File: src/rtl/cache_miss_seq_if.sv
// Miss-sequencer bus: pipeline miss request, set state, tag read-back, memory wb/fill
// handshakes and tag/LRU update strobes.
interface cache_miss_seq_if #(
  parameter int unsigned ADDR_W = 32
);
  logic              miss_valid;
  logic              miss_ready;
  logic [ADDR_W-1:0] miss_addr;
  logic [3:0]        set_valid;
  logic [3:0]        set_dirty;
  logic [3:0]        lru_way;
  logic [ADDR_W-1:0] victim_tag_addr;
  logic [3:0]        way_sel;
  logic              wb_req;
  logic [ADDR_W-1:0] wb_addr;
  logic              wb_ack;
  logic              fill_req;
  logic [ADDR_W-1:0] fill_addr;
  logic              fill_ack;
  logic              tag_we;
  logic [3:0]        lru_touch;
  logic              done;
  logic              err;

  // Environment side: cache pipeline, tag array, LRU FSM and memory.
  modport master (
    output miss_valid, miss_addr, set_valid, set_dirty, lru_way, victim_tag_addr,
    output wb_ack, fill_ack,
    input  miss_ready, way_sel, wb_req, wb_addr, fill_req, fill_addr, tag_we,
    input  lru_touch, done, err
  );

  // Sequencer side.
  modport slave (
    input  miss_valid, miss_addr, set_valid, set_dirty, lru_way, victim_tag_addr,
    input  wb_ack, fill_ack,
    output miss_ready, way_sel, wb_req, wb_addr, fill_req, fill_addr, tag_we,
    output lru_touch, done, err
  );
endinterface

File: src/rtl/cache_miss_seq.sv
// Miss sequencer for one 4-way cache bank: victim select, optional writeback, line fill,
// then a one-cycle tag write and LRU touch. All outputs are registered.
module cache_miss_seq #(
  parameter int unsigned ADDR_W = 32,
  parameter int unsigned OFF_W  = 4,
  parameter int unsigned TMO    = 255
) (
  input logic              clk,
  input logic              rst,
  cache_miss_seq_if.slave  bus
);

  localparam logic [ADDR_W-1:0] OffMask = ADDR_W'((1 << OFF_W) - 1);

  typedef enum logic [2:0] {StIdle, StSel, StWb, StFill, StUpd} state_e;

  state_e            state;
  logic [7:0]        cnt;
  logic [3:0]        valid_q;
  logic [3:0]        dirty_q;
  logic              ready_q;
  logic [3:0]        way_q;
  logic              wb_req_q;
  logic [ADDR_W-1:0] wb_addr_q;
  logic              fill_req_q;
  logic [ADDR_W-1:0] fill_addr_q;
  logic              tag_we_q;
  logic [3:0]        touch_q;
  logic              done_q;
  logic              err_q;

  logic [3:0] victim;
  logic [3:0] lru_pick;
  logic       tmo_hit;

  // Victim is resolved at accept so way_sel is already a register during SEL.
  always_comb begin
    lru_pick = 4'b0001;
    if (bus.lru_way[0])      lru_pick = 4'b0001;
    else if (bus.lru_way[1]) lru_pick = 4'b0010;
    else if (bus.lru_way[2]) lru_pick = 4'b0100;
    else if (bus.lru_way[3]) lru_pick = 4'b1000;

    victim = lru_pick;
    if (!bus.set_valid[0])      victim = 4'b0001;
    else if (!bus.set_valid[1]) victim = 4'b0010;
    else if (!bus.set_valid[2]) victim = 4'b0100;
    else if (!bus.set_valid[3]) victim = 4'b1000;
  end

  // Abort on the wait cycle whose increment would make the count reach TMO.
  assign tmo_hit = ({1'b0, cnt} + 9'd1) == 9'(TMO);

  always_ff @(posedge clk or posedge rst) begin
    if (rst) begin
      state       <= StIdle;
      cnt         <= '0;
      valid_q     <= '0;
      dirty_q     <= '0;
      ready_q     <= 1'b1;
      way_q       <= '0;
      wb_req_q    <= 1'b0;
      wb_addr_q   <= '0;
      fill_req_q  <= 1'b0;
      fill_addr_q <= '0;
      tag_we_q    <= 1'b0;
      touch_q     <= '0;
      done_q      <= 1'b0;
      err_q       <= 1'b0;
    end else begin
      tag_we_q <= 1'b0;
      touch_q  <= '0;
      done_q   <= 1'b0;
      err_q    <= 1'b0;
      unique case (state)
        StIdle: begin
          if (bus.miss_valid) begin
            valid_q     <= bus.set_valid;
            dirty_q     <= bus.set_dirty;
            way_q       <= victim;
            fill_addr_q <= bus.miss_addr & ~OffMask;
            ready_q     <= 1'b0;
            state       <= StSel;
          end
        end
        StSel: begin
          cnt <= '0;
          if (|(way_q & valid_q & dirty_q)) begin
            wb_addr_q <= bus.victim_tag_addr & ~OffMask;
            wb_req_q  <= 1'b1;
            state     <= StWb;
          end else begin
            fill_req_q <= 1'b1;
            state      <= StFill;
          end
        end
        StWb: begin
          if (bus.wb_ack) begin
            wb_req_q   <= 1'b0;
            fill_req_q <= 1'b1;
            cnt        <= '0;
            state      <= StFill;
          end else if (tmo_hit) begin
            wb_req_q <= 1'b0;
            err_q    <= 1'b1;
            ready_q  <= 1'b1;
            way_q    <= '0;
            state    <= StIdle;
          end else begin
            cnt <= cnt + 8'd1;
          end
        end
        StFill: begin
          if (bus.fill_ack) begin
            fill_req_q <= 1'b0;
            tag_we_q   <= 1'b1;
            touch_q    <= way_q;
            done_q     <= 1'b1;
            state      <= StUpd;
          end else if (tmo_hit) begin
            fill_req_q <= 1'b0;
            err_q      <= 1'b1;
            ready_q    <= 1'b1;
            way_q      <= '0;
            state      <= StIdle;
          end else begin
            cnt <= cnt + 8'd1;
          end
        end
        StUpd: begin
          ready_q <= 1'b1;
          way_q   <= '0;
          state   <= StIdle;
        end
        default: state <= StIdle;
      endcase
    end
  end

  assign bus.miss_ready = ready_q;
  assign bus.way_sel    = way_q;
  assign bus.wb_req     = wb_req_q;
  assign bus.wb_addr    = wb_addr_q;
  assign bus.fill_req   = fill_req_q;
  assign bus.fill_addr  = fill_addr_q;
  assign bus.tag_we     = tag_we_q;
  assign bus.lru_touch  = touch_q;
  assign bus.done       = done_q;
  assign bus.err        = err_q;

endmodule

File: src/flat_wrapper.sv
// flat-port wrapper written by rule: the top's interface ports become plain ports
module cache_miss_seq_flat 
#(
  parameter int unsigned ADDR_W = 32,
  parameter int unsigned OFF_W  = 4,
  parameter int unsigned TMO    = 255
)
  (clk, rst, bus_miss_valid, bus_miss_addr, bus_set_valid, bus_set_dirty, bus_lru_way, bus_victim_tag_addr, bus_wb_ack, bus_fill_ack, bus_miss_ready, bus_way_sel, bus_wb_req, bus_wb_addr, bus_fill_req, bus_fill_addr, bus_tag_we, bus_lru_touch, bus_done, bus_err);
  cache_miss_seq_if #(.ADDR_W(ADDR_W)) bus_i ();
  input logic clk;
  input logic rst;
  input wire logic [$bits(bus_i.miss_valid)-1:0] bus_miss_valid;
  input wire logic [$bits(bus_i.miss_addr)-1:0] bus_miss_addr;
  input wire logic [$bits(bus_i.set_valid)-1:0] bus_set_valid;
  input wire logic [$bits(bus_i.set_dirty)-1:0] bus_set_dirty;
  input wire logic [$bits(bus_i.lru_way)-1:0] bus_lru_way;
  input wire logic [$bits(bus_i.victim_tag_addr)-1:0] bus_victim_tag_addr;
  input wire logic [$bits(bus_i.wb_ack)-1:0] bus_wb_ack;
  input wire logic [$bits(bus_i.fill_ack)-1:0] bus_fill_ack;
  output wire logic [$bits(bus_i.miss_ready)-1:0] bus_miss_ready;
  output wire logic [$bits(bus_i.way_sel)-1:0] bus_way_sel;
  output wire logic [$bits(bus_i.wb_req)-1:0] bus_wb_req;
  output wire logic [$bits(bus_i.wb_addr)-1:0] bus_wb_addr;
  output wire logic [$bits(bus_i.fill_req)-1:0] bus_fill_req;
  output wire logic [$bits(bus_i.fill_addr)-1:0] bus_fill_addr;
  output wire logic [$bits(bus_i.tag_we)-1:0] bus_tag_we;
  output wire logic [$bits(bus_i.lru_touch)-1:0] bus_lru_touch;
  output wire logic [$bits(bus_i.done)-1:0] bus_done;
  output wire logic [$bits(bus_i.err)-1:0] bus_err;
  assign bus_i.miss_valid = bus_miss_valid;
  assign bus_i.miss_addr = bus_miss_addr;
  assign bus_i.set_valid = bus_set_valid;
  assign bus_i.set_dirty = bus_set_dirty;
  assign bus_i.lru_way = bus_lru_way;
  assign bus_i.victim_tag_addr = bus_victim_tag_addr;
  assign bus_i.wb_ack = bus_wb_ack;
  assign bus_i.fill_ack = bus_fill_ack;
  assign bus_miss_ready = bus_i.miss_ready;
  assign bus_way_sel = bus_i.way_sel;
  assign bus_wb_req = bus_i.wb_req;
  assign bus_wb_addr = bus_i.wb_addr;
  assign bus_fill_req = bus_i.fill_req;
  assign bus_fill_addr = bus_i.fill_addr;
  assign bus_tag_we = bus_i.tag_we;
  assign bus_lru_touch = bus_i.lru_touch;
  assign bus_done = bus_i.done;
  assign bus_err = bus_i.err;
  cache_miss_seq #(.ADDR_W(ADDR_W), .OFF_W(OFF_W), .TMO(TMO)) u_core (.clk(clk), .rst(rst), .bus(bus_i));
endmodule
File: config.mk
export PLATFORM = sky130hd
export DESIGN_NAME = cache_miss_seq_flat
export DESIGN_NICKNAME = d
export VERILOG_FILES = /design/src/rtl/cache_miss_seq_if.sv /design/src/rtl/cache_miss_seq.sv /design/src/flat_wrapper.sv
export SDC_FILE = /design/constraint.sdc
export NUM_CORES = 1
export LEC_CHECK = 0
export CORE_UTILIZATION = 44
export CTS_CLUSTER_DIAMETER = 80
export DETAILED_ROUTE_END_ITERATION = 12
export PLACE_DENSITY = 0.88
export SLEW_MARGIN = 20
export SYNTH_ARGS = -nofsm -noshare
export SYNTH_HDL_FRONTEND = slang
export SYNTH_SLANG_ARGS = --single-unit
export TNS_END_PERCENT = 5
File: constraint.sdc
create_clock -name clk -period 3.49 [get_ports clk]
set_input_delay 0.5235 -clock clk [delete_from_list [all_inputs] [get_ports clk]]
set_output_delay 0.5235 -clock clk [all_outputs]
set_load 0.005 [all_outputs]
== Word level (Yosys, flattened, before mapping) ==
Cells that the tools add are included.
Word-level totals
  logic and storage cells: 85
  register bits after elaboration: 88
Cells by class
  mux-type cells: 44
  add/sub/neg operators: 2
  reduce and logical (&&, ||, !) cells: 11
  bitwise gates (word level): 2
  equality and inequality tests: 13
Operators with widths (count)
  $mux W4: 14
  $mux W8: 3
  $pmux W8 S3: 1
  $mux W1: 16
  $pmux W4 S4: 1
  $mux W3: 4
  $pmux W3 S4: 1
  $ne A2 B2 Y1 const B: 5
  $add A8 B1 Y9 const B: 1
  $eq A9 B8 Y1 const B: 1
  $add A8 B1 Y8 const B: 1
  $and A4 B4 Y4: 2
  $reduce_and A4 Y1: 2
  $eq A3 B2 Y1 const B: 2
  $ne A3 B2 Y1 const B: 2
  $reduce_and A2 Y1: 3
  $pmux W1 S2: 2
  $pmux W1 S4: 1
  $reduce_bool A4 Y1: 1
  $reduce_or A4 Y1: 1
  $eq A3 B1 Y1 const B: 1
  $eq A3 B3 Y1 const B: 1
  $logic_not A3 Y1: 1
  $pmux W1 S3: 1
  4 further kinds: 4

== Longest topological paths before layout ==
Gate-level depths: netlist (run 1).
  depth in word-level cells: 10
  depth in mapped cells: 7
  mapped depth without buffers: 7

== Worst setup path after synthesis (run 1) ==
OpenSTA, ideal clock, no wires.
  path type: flip-flop to flip-flop
  from: register u_core.cnt[0]
  to: register u_core.fill_req_q (netlist: u_core.bus.fill_req)
  required time: 3368 ps
  cell stages (with the launch flop): 7
  clock period less this slack: 1877 ps
  setup time: 122 ps
  buffers on the path: 1
  slack: 1613 ps
  arrival time: 1756 ps
  path through: dfrtp_1 > ha_1 > clkbuf_1 > o31ai_2 > a22oi_4 > or2_4 > a32o_1
Between the ends
  cells in the longest elaborated chain, start to end: 4
Ends and longest elaborated chain
  from (decl): RTL line cache_miss_seq.sv:18  | logic [7:0] cnt;
  from (signal assigned): RTL line cache_miss_seq.sv:110  | cnt <= cnt + 8'd1;
  from (signal assigned): RTL line cache_miss_seq.sv:127  | cnt <= cnt + 8'd1;
  $add A8 B1 Y9: RTL line cache_miss_seq.sv:52  | assign tmo_hit = ({1'b0, cnt} + 9'd1) == 9'(TMO);
  $eq A9 B8 Y1: RTL line cache_miss_seq.sv:52
  $ne A3 B2 Y1 (no source line)
  $reduce_and A4 Y1 (no source line)
  to (signal assigned): RTL line cache_miss_seq.sv:64  | fill_req_q <= 1'b0;
  to (signal assigned): RTL line cache_miss_seq.sv:93  | fill_req_q <= 1'b1;
  to (signal assigned): RTL line cache_miss_seq.sv:100  | fill_req_q <= 1'b1;
  to (decl): RTL line cache_miss_seq.sv:25  | logic fill_req_q;
Every way passes these cells.
A chain may end at the register's enable or synchronous reset.

== Worst setup path after layout (run 1) ==
  from: input bus_miss_valid
  to: register u_core.way_q[3] (netlist: u_core.bus.way_sel[3])
Between the ends
  cells in the longest elaborated chain, start to end: 2
Ends and longest elaborated chain
  from (decl): RTL line flat_wrapper.sv:12  | input wire logic [$bits(bus_i.miss_valid)-1:0] bus_miss_valid;
  $ne A2 B2 Y1 (no source line)
  $reduce_and A4 Y1 (no source line)
  to (signal assigned): RTL line cache_miss_seq.sv:80  | way_q <= victim;
  to (decl): RTL line cache_miss_seq.sv:22  | logic [3:0] way_q;
Every way passes these cells.

==> impl_metrics.json, run 1 <==
{
  "status": "finished, final reports clean",
  "clock_sinks": 88,
  "dp_slack_ns": 1.05,
  "antenna_found_initial": 0,
  "root_buffer": "clkbuf_8",
  "vias": 3007,
  "cp-startpoint": "bus_miss_valid",
  "clkSlewWorstSetupHoldPaths_ns": 0.09,
  "cap_viol_max_count": 0,
  "area_growth_pct": 43.0,
  "hpwlAfterDp_mm": 6.69,
  "core-area_um2": 8760,
  "criticalPathCategory": "input pin to flip-flop",
  "grtUsageTotal": 0.199,
  "vdd_drop_max_mv": 0.388,
  "io_buffers": 142,
  "powerDensity_nw_per_um2": 839,
  "worstMarginPinSlew_ns": 0.884,
  "fin_crit_ns": 2.11,
  "maxSlewViolCount": 0,
  "numCtsBuffers": 9,
  "synth_top_cell_by_area": "dfrtp_1",
  "num_io_pins": 159,
  "timing.final.crit_share": 0.605,
  "slew-limit-headroom": 0.410,
  "critPathRequiredTime_ns": 3.77,
  "start_util": 0.456,
  "grt_max_degree": 52,
  "regArea_um2": 2200,
  "synth.avg_cell_area_um2": 13.1,
  "hold_violations": 0,
  "ys_types": 55,
  "fin_worst_skew_ns": 0.0129,
  "slowest_delay_ns": 0.55,
  "yosys-top-cells-area": "dfrtp_1 55%, mux2_2 15%, mux2_4 3.4%",
  "chipWidth_um": 97.3,
  "grt_pass1_wl_mm": 15.1,
  "ys_seq_area_frac": 0.552,
  "clk_path_buf_depth": 2,
  "fill_cells": 680,
  "setup_viol": 0,
  "cts_setup_buffers": 0,
  "whs_path_depth": 2,
  "cts_tree": "done",
  "multiInputGateArea_um2": 1640,
  "h-tree-depth": 3,
  "final_antenna_net_count": 0,
  "place_congestion": 0.794,
  "netlist.area_leader.share": 0.545,
  "setup_tns_ns": 0,
  "grt_pass1_vias": 3102,
  "rows": 34,
  "reg2reg_from": "u_core.state[1]",
  "dieArea_um2": 9460,
  "slowest_stage": "nor4b_4",
  "hold_class": "flip-flop to flip-flop",
  "cts_resized": 0,
  "layout.nets": 528,
  "drt_iter0_drc": 96,
  "drc_errors": 0,
  "reg2regPathDepth": 6,
  "synth_ff_type": "dfrtp_1",
  "holdBufCountCts": 0,
  "p_leak_nw": 2.45,
  "dr.pass1.iters": 5,
  "syn_area_um2": 3990,
  "wire_per_inst_um": 16.2,
  "syn_inst": 306,
  "crit_fanout": 32,
  "overflow": 0,
  "dieHeight_um": 97.3,
  "worst_slack_ns": 1.38,
  "layout-drive-gt1-share": 0.222,
  "wirelength_mm": 9.06,
  "ys.warnings.count": 0,
  "crit_chain": "clkdlybuf4s50_1 > nor4b_4 > buf_12 > nand2_1 > a21oi_1 > a32oi_1 > o21ai_0",
  "synth-edff-count": 0,
  "clk_latency_ns": 0.36,
  "rsz0062_at_grt": "no",
  "ys_ff_latch": 88,
  "crit_path_end_kind": "flip-flop",
  "arrival_ns": 2.39,
  "routed_via_density": 5.39,
  "synthArstFlopShare": 1.00,
  "antenna_cells": 0,
  "worst_hold_startpoint": "u_core.bus.miss_ready",
  "startpoint_type": "input pin",
  "clock.fmax_mhz": 473
}
[critical path: cells and delay by family]
| kind | cells | cell delay, ns |
|---|---|---|
| and+or+nand+nor | 2 | 0.68 |
| AOI/OAI and AO/OA | 3 | 0.37 |
| buffers and inverters | 2 | 0.81 |
[metrics by stage]
stage               utilization  hold slack, ns  std cells  cell area (um2)  power [mW]
global route              0.652           0.518        558             5710        5.08
finish                    0.652           0.499        558             5710        4.79
global placement          0.625           0.478        542             5480        3.90
CTS                       0.652           0.498        558             5710        4.84
detailed placement        0.625           0.487        542             5480        4.01
floorplan                     -           0.471        313             4020        2.92
[where the power goes]
part | switching [mW] | internal [mW]
logic | 0.772 | 1.38
registers | 0.332 | 1.49
clock network | 0.385 | 0.434
[cells in the final DEF (no fill, tap or decap), types with 2 or more instances in the layout]
master	n
clkbuf_8	10
nor2b_1	5
nand3b_1	3
and2_1	2
nor2_1	9
ha_1	2
buf_12	2
and3_1	6
mux2_4	9
a21o_1	2
nand2_1	12
dfrtp_1	87
a211o_1	3
a21oi_1	10
o31ai_2	4
mux2_2	54
clkdlybuf4s50_1	142
nand4_1	4
conb_1	8
nand2b_1	3
nand3_1	7
inv_6	2
inv_1	7
o21ai_0	15
bufinv_16	2
o21ai_2	2
nor3_1	3
a31oi_1	4
[kinds of logic after synthesis]
| family | share of synthesized area |
|---|---|
| muxes | 0.186 |
| DFF | 0.552 |
| AOI/OAI and AO/OA | 0.120 |
| other | 0.000939 |
| buffers and inverters | 0.0473 |
| adders and majority gates | 0.00626 |
| and+or+nand+nor | 0.0836 |
| xor gates and xnor gates | 0.00407 |
[registers in the layout, summed over array words and instances, names as in the netlist]
register,count
u_core.dirty_q,4
u_core.bus.wb_req,1
u_core.state,3
u_core.bus.fill_req,1
u_core.bus.wb_addr,28
u_core.bus.fill_addr,28
u_core.valid_q,4
u_core.bus.way_sel,4
u_core.bus.lru_touch,4
u_core.bus.miss_ready,1
u_core.bus.tag_we,1
u_core.bus.err,1
u_core.cnt,8
[layer usage]
metal | GRT usage | vias to the layer above | share of wire
met3 | 0.0525 | 18 | 0.070
met2 | 0.350 | 132 | 0.52
li1 | - | 1366 | -
met1 | 0.233 | 1491 | 0.39
met4 | 0.0724 | 0 | 0.019
met5 | 0 | - | 0
[cell usage after synthesis, drive strengths merged, types with 2 or more instances]
library cell	count
a211o	3
a211oi	2
a21o	2
a21oi	10
a22oi	2
a31oi	4
and2	2
and3	6
buf	22
clkbuf	2
dfrtp	87
ha	2
inv	8
mux2	63
nand2	12
nand2b	3
nand3	7
nand3b	3
nand4	4
nor2	9
nor2b	5
nor3	3
o21ai	18
o31ai	5
[cell type report]
class	count	area share
Inverter	8	0.00548
Multi-Input combinational cell	193	0.287
Sequential cell	88	0.386
Timing Repair Buffer	145	0.257
Clock buffer	10	0.0241
Clock inverter	6	0.0171
Tap cell	108	0.0237
[final timing paths]
check	to	slack (ns)
hold / removal	u_core.bus.miss_ready	0.50
setup / recovery	u_core.bus.way_sel[3]	1.38
max in group asynchronous	u_core.bus.miss_ready	2.09
setup reg to reg	u_core.bus.way_sel[3]	1.40
hold reg to reg	u_core.bus.miss_ready	0.50
min in group asynchronous	u_core.bus.wb_addr[19]	0.65
Note: power is estimated with default switching activity, not from simulation.
==> run 2, diff against run 1 <==
clock period = 1.95 ns   (was 3.49 ns; I/O delays follow)
==> run 2 against run 1 <==
Design area grew 2.0%; setup slack worse by 1.3 ns; power is 76% higher; largest power group unchanged; sequential power grew 76%; first-iteration DRC count shrank 1.0%; cell count grew 2.9%; critical path depth grew 1; register-to-register slack worse by 1.3 ns; sequential cell count unchanged; core utilization grew 1.3 points.
==> impl_metrics.json, run 2 (synthesized netlist as in run 1, its figures left out) <==
{
  "status": "finished, final reports clean",
  "dr.pass1.iters": 4,
  "hpwlAfterDp_mm": 6.90,
  "startpoint_type": "flip-flop",
  "finish.utilization": 0.664,
  "drt_iter0_drc": 95,
  "rows": 34,
  "hold_class": "input pin to async pin",
  "maxSlewViolCount": 0,
  "p_seq_frac": 0.380,
  "antenna_found_initial": 0,
  "root_buffer": "clkbuf_8",
  "crit_path_end_kind": "flip-flop",
  "layout.cells.non_filler": 574,
  "final_cell_mix": "142 x clkdlybuf4s50_1, 87 x dfrtp_1, 54 x mux2_2",
  "clkSlewWorstSetupHoldPaths_ns": 0.09,
  "num_io_pins": 159,
  "hold_violations": 0,
  "cts_tree": "done",
  "reg2regPathDepth": 8,
  "arrival_ns": 2.11,
  "layout.nets": 545,
  "routed_via_density": 5.21,
  "dieArea_um2": 9460,
  "chipWidth_um": 97.3,
  "rsz0062_at_grt": "no",
  "grt_pass1_wl_mm": 15.3,
  "numCtsBuffers": 9,
  "final_antenna_net_count": 0,
  "drc_errors": 0,
  "setup_tns_ns": 0,
  "grt_max_degree": 40,
  "grt_use_met2": 0.350,
  "grtUsageTotal": 0.201,
  "regArea_um2": 2200,
  "vdd_drop_max_mv": 0.668,
  "fill_cells": 651,
  "timing.final.crit_share": 0.960,
  "crit_fanout": 6,
  "placedCellCount": 556,
  "clk_path_buf_depth": 2,
  "power_switching_share": 0.315,
  "wirelength_mm": 9.24,
  "start_util": 0.456,
  "h-tree-depth": 3,
  "fin_worst_skew_ns": 0.0112,
  "clock_power_share": 0.131,
  "layout-drive-gt1-share": 0.253,
  "setup_viol": 0,
  "power.switching_mw": 2.65,
  "fin_crit_ns": 1.87,
  "cap_viol_max_count": 0,
  "overflow": 0,
  "multiInputGateArea_um2": 1670,
  "io_buffers": 142,
  "grt_use_met1": 0.241,
  "clock_sinks": 88,
  "clk_latency_ns": 0.35,
  "p_leak_nw": 2.47,
  "wire_per_inst_um": 16.1,
  "final_common_cell": "clkdlybuf4s50_1",
  "internal_power_mw": 5.77,
  "antenna_cells": 0,
  "dieHeight_um": 97.3,
  "powerDensity_nw_per_um2": 1450,
  "core-area_um2": 8760,
  "critPathRequiredTime_ns": 2.19,
  "vias": 2993,
  "grtUsageMet3": 0.0518,
  "area_growth_pct": 45.8,
  "comb_power_share": 0.489,
  "busiest_layer": "met2",
  "clock.fmax_mhz": 534,
  "place_congestion": 0.839,
  "grt_pass1_vias": 3122,
  "criticalPathCategory": "flip-flop to flip-flop"
}
run 2: cell types whose count changed in the layout (fill, tap and decap cells not counted), sizes merged:
cell      previous run  this run
bufinv               2         0
clkbuf              10        11
inv                 10         8
buf                  3        20
clkinv               2         0
clkinvlp             0         4
run 2: layout make-up:
type                       instances  area share
sequential                        88       0.378
timing repair buffer             162       0.278
clock inverter                     4     0.00537
clock buffer                      11      0.0226
inverter                           8     0.00580
multi-input combinational        193       0.286
tap                              108      0.0232
run 2: worst paths after layout:
check | slack (ns) | start | endpoint
max in group asynchronous | 1.04 | rst | u_core.bus.miss_ready
worst min-delay path | 0.31 | rst | u_core.bus.fill_addr[23]
worst max register to register | 0.08 | u_core.cnt[0] | u_core.bus.fill_req
worst min register to register | 0.50 | u_core.bus.miss_ready | u_core.bus.miss_ready
min in group clk | 0.50 | u_core.bus.miss_ready | u_core.bus.miss_ready
worst max-delay path | 0.08 | u_core.cnt[0] | u_core.bus.fill_req
run 2: stage by stage:
step                hold WS [ns]  worst slack [ns]  power [mW]  area, um2
floorplan                  0.441            0.0728        5.23       4020
global placement           0.479            0.0470        7.18       5610
detailed placement         0.487           0.00353        7.36       5610
CTS                        0.315            0.0728        8.50       5770
global route               0.340           0.00741        8.96       5820
finish                     0.311            0.0778        8.42       5820
run 2: worst max-delay path, cell delays in order, from the launching register on:
cell and delay [ns]:
dfrtp_1 0.39, buf_4 0.16, inv_1 0.08, ha_2 0.21
nand3_4 0.10, nor2_4 0.14, a22oi_4 0.12, or2_4 0.31
a32o_1 0.26
run 2: what timing repair did:
action | in CTS | in global routing
endpoints found under the setup margin | 0 | 4
gates resized for setup | 0 | 7
hold buffers | 0 | 0
setup buffers | 0 | 3
run 2: power groups by stage:
stage	registers, mW	logic, mW	clock network (mW)
2_1_floorplan	3.16	2.07	0
3_3_place_gp	3.17	4.01	0
3_5_place_dp	3.23	4.13	0
4_1_cts	3.20	4.16	1.14
5_1_grt	3.31	4.42	1.23
6_report	3.20	4.12	1.10
run 2: metal layers:
metal  up-vias  wire length (um)  share of wire
li1       1403                 -              -
met1      1463              3750           0.41
met5         -                 0              0
met2       109              4790           0.52
met4         0               157          0.017
met3        18               543          0.059
==> run 3, diff against run 2 <==
CAP_MARGIN = 15   (was unset)
==> results of run 3 <==
No change in the layout: final DEF, timing and power equal those of run 2.
==> RTL edit: new RTL, config.mk and constraints of run 2 <==
`ADDR_W` is set to 32 in 3 places; all go to 64.
--- a/src/rtl/cache_miss_seq_if.sv
+++ b/src/rtl/cache_miss_seq_if.sv
@@ -1,7 +1,7 @@
 // Miss-sequencer bus: pipeline miss request, set state, tag read-back, memory wb/fill
 // handshakes and tag/LRU update strobes.
 interface cache_miss_seq_if #(
-  parameter int unsigned ADDR_W = 32
+  parameter int unsigned ADDR_W = 64
 );
   logic              miss_valid;
   logic              miss_ready;
--- a/src/rtl/cache_miss_seq.sv
+++ b/src/rtl/cache_miss_seq.sv
@@ -1,7 +1,7 @@
 // Miss sequencer for one 4-way cache bank: victim select, optional writeback, line fill,
 // then a one-cycle tag write and LRU touch. All outputs are registered.
 module cache_miss_seq #(
-  parameter int unsigned ADDR_W = 32,
+  parameter int unsigned ADDR_W = 64,
   parameter int unsigned OFF_W  = 4,
   parameter int unsigned TMO    = 255
 ) (
--- a/src/flat_wrapper.sv
+++ b/src/flat_wrapper.sv
@@ -1,7 +1,7 @@
 // flat-port wrapper written by rule: the top's interface ports become plain ports
 module cache_miss_seq_flat 
 #(
-  parameter int unsigned ADDR_W = 32,
+  parameter int unsigned ADDR_W = 64,
   parameter int unsigned OFF_W  = 4,
   parameter int unsigned TMO    = 255
 )
Ports: changed (resized bus_fill_addr, bus_miss_addr, bus_victim_tag_addr and bus_wb_addr); port bits go from 159 to 287. No check against the original RTL was run, so the function may have changed too.
==> RTL edit against run 2 <==
Final area up 66%. Via count up 52%. Total power up 78%. Synthesized area up 54%. First-iteration DRC count up 82%. Global-route usage up 2.7 points. Wire length up 74%. Worst setup slack better by 0.0083 ns. Maximum frequency up 0.44%. Sequential cell count up 64.
==> RTL edit: results (changes against run 2) <==
metric,value,unit,change
GRT Util Overall,22.86,%,+2.7 points
Cell variety after synth,51,,-7.3%
routed len/inst,17.94,microns,+12%
Post-synth top cells,"151 x dfrtp_1, 131 x mux2_2, 17 x nand2_1",,
pin count of the biggest net entering global routing,62,,+55%
Synth area leaders,"dfrtp_1 61%, mux2_2 24%, buf_4 1.2%, buf_2 1.1%, nand2_1 1.0%",,
GR Util met2,41.59,%,+6.6 points
Root Driver,clkbuf_16,,
Ys Warns,0,,unchanged
met3 usage,8.160,%,+3.0 points
Post-layout nets,855,,+57%
routed vias,4540,,+52%
status,finished clean,,
first-pass GRT wire length,25220,microns,+65%
CTS H-tree depth,4,,+1
maximum vdd drop,0.0007878,V,+18%
WL met2,8676,microns,+81%
Final GP Congestion,0.8764,,+4.5%
Reg2Reg Depth,6,,-2
Final HPWL DP,11810,microns,+71%
# diodes,0,,unchanged
clk_lat worst skew,0.41,ns,+0.06 ns
Post-Syn Area per Cell,14.50,sq um,+11%
Setup WS pre-CTS,0.03215,ns,+0.02862 ns
Leak Pwr,4.074,nW,+65%
worst hold slack,0.2150,ns,-0.09571 ns
Starting DRT DRC Count,173,,+82%
initial antenna violation count,0,,unchanged
CTS max path bufs,2,,unchanged
vias in the first global route,4980,,+60%
final wirelength,16090,microns,+74%
Critical Path AT,2.16,ns,+0.05 ns
reg-to-reg endpoint,u_core.bus.way_sel[2]$_DFFE_PP0P_,,
clk slew on worst S/H paths,0.06,ns,-0.03 ns
Top Metal Used,met4,,
wire length on met1,5666,microns,+51%
skew final,0.007402,ns,-0.003805 ns
# port buffers,270,,+90%
Placed Area,9106,sq um,+62%
ratio of cells with drive above 1 in the final layout,26.77,%,+1.4 points
Pre-antenna DRT Iters,4,,unchanged
most used flip-flop cell after synthesis,dfrtp_1,,
register area share after synthesis,61.76,%,+6.6 points
M1 GR Usage,23.69,%,-0.43 points
TritonCTS buffer count,17,,+8
WL met3,1370,microns,+150%
placed insts,865,,+56%
"critical path fanouts, max",4,,-2
[RTL edit: power by group]
group	switching (mW)	internal, mW	leakage, nW
Sequential	0.912	4.67	1.82
Clock	1.27	1.95	0.275
Combinational	2.02	4.14	1.98
Total	4.20	10.8	4.07
[RTL edit: what timing repair did]
item / 4_1_cts / 5_1_grt
setup endpoints to repair: 0 / 60
gates resized for setup: 0 / 1
hold buffers: 0 / 0
buffers inserted: 0 / 0
[RTL edit: worst max path at each step]
stage,end,slack [ns]
floorplan,u_core.bus.err$_DFF_PP0_,-0.26
global placement,u_core.cnt[3]$_DFFE_PP0P_,0.06
detailed placement,u_core.cnt[3]$_DFFE_PP0P_,0.03
CTS,u_core.bus.wb_addr[60]$_DFFE_PP0P_,0.02
global route,u_core.bus.way_sel[2]$_DFFE_PP0P_,0.007
finish,u_core.bus.way_sel[2]$_DFFE_PP0P_,0.09
[RTL edit: final cells by class]
type	count	area [sq um]
clock buffer	21	460.4
clock inverter	11	122.6
fill	913	3762
inverter	7	30.03
multi-input combinational	245	2186
sequential	152	3806
tap	176	220.2
timing repair buffer	285	2865
[RTL edit: worst max-delay path, stage by stage, from the launching register on]
cell	delay, ns
dfrtp_1	0.38
ha_1	0.25
nor2b_1	0.13
o21ai_1	0.10
a211oi_2	0.27
o22a_1	0.26
mux2_2	0.36
[RTL edit: logic make-up (layout without fill, tap and decap cells)]
family                     count (synthesis)  after routing  share of synthesized area [%]
DFF                                      152            152                          61.76
muxes                                    133            133                          24.27
and+or+nand+nor                           67             67                          5.849
buffers and inverters                     35            324                          3.392
AOI/OAI and AO/OA                         33             33                          3.981
adders and majority gates                  2              2                         0.4061
xor gates and xnor gates                   2              2                         0.2844
other                                      1              8                        0.06087
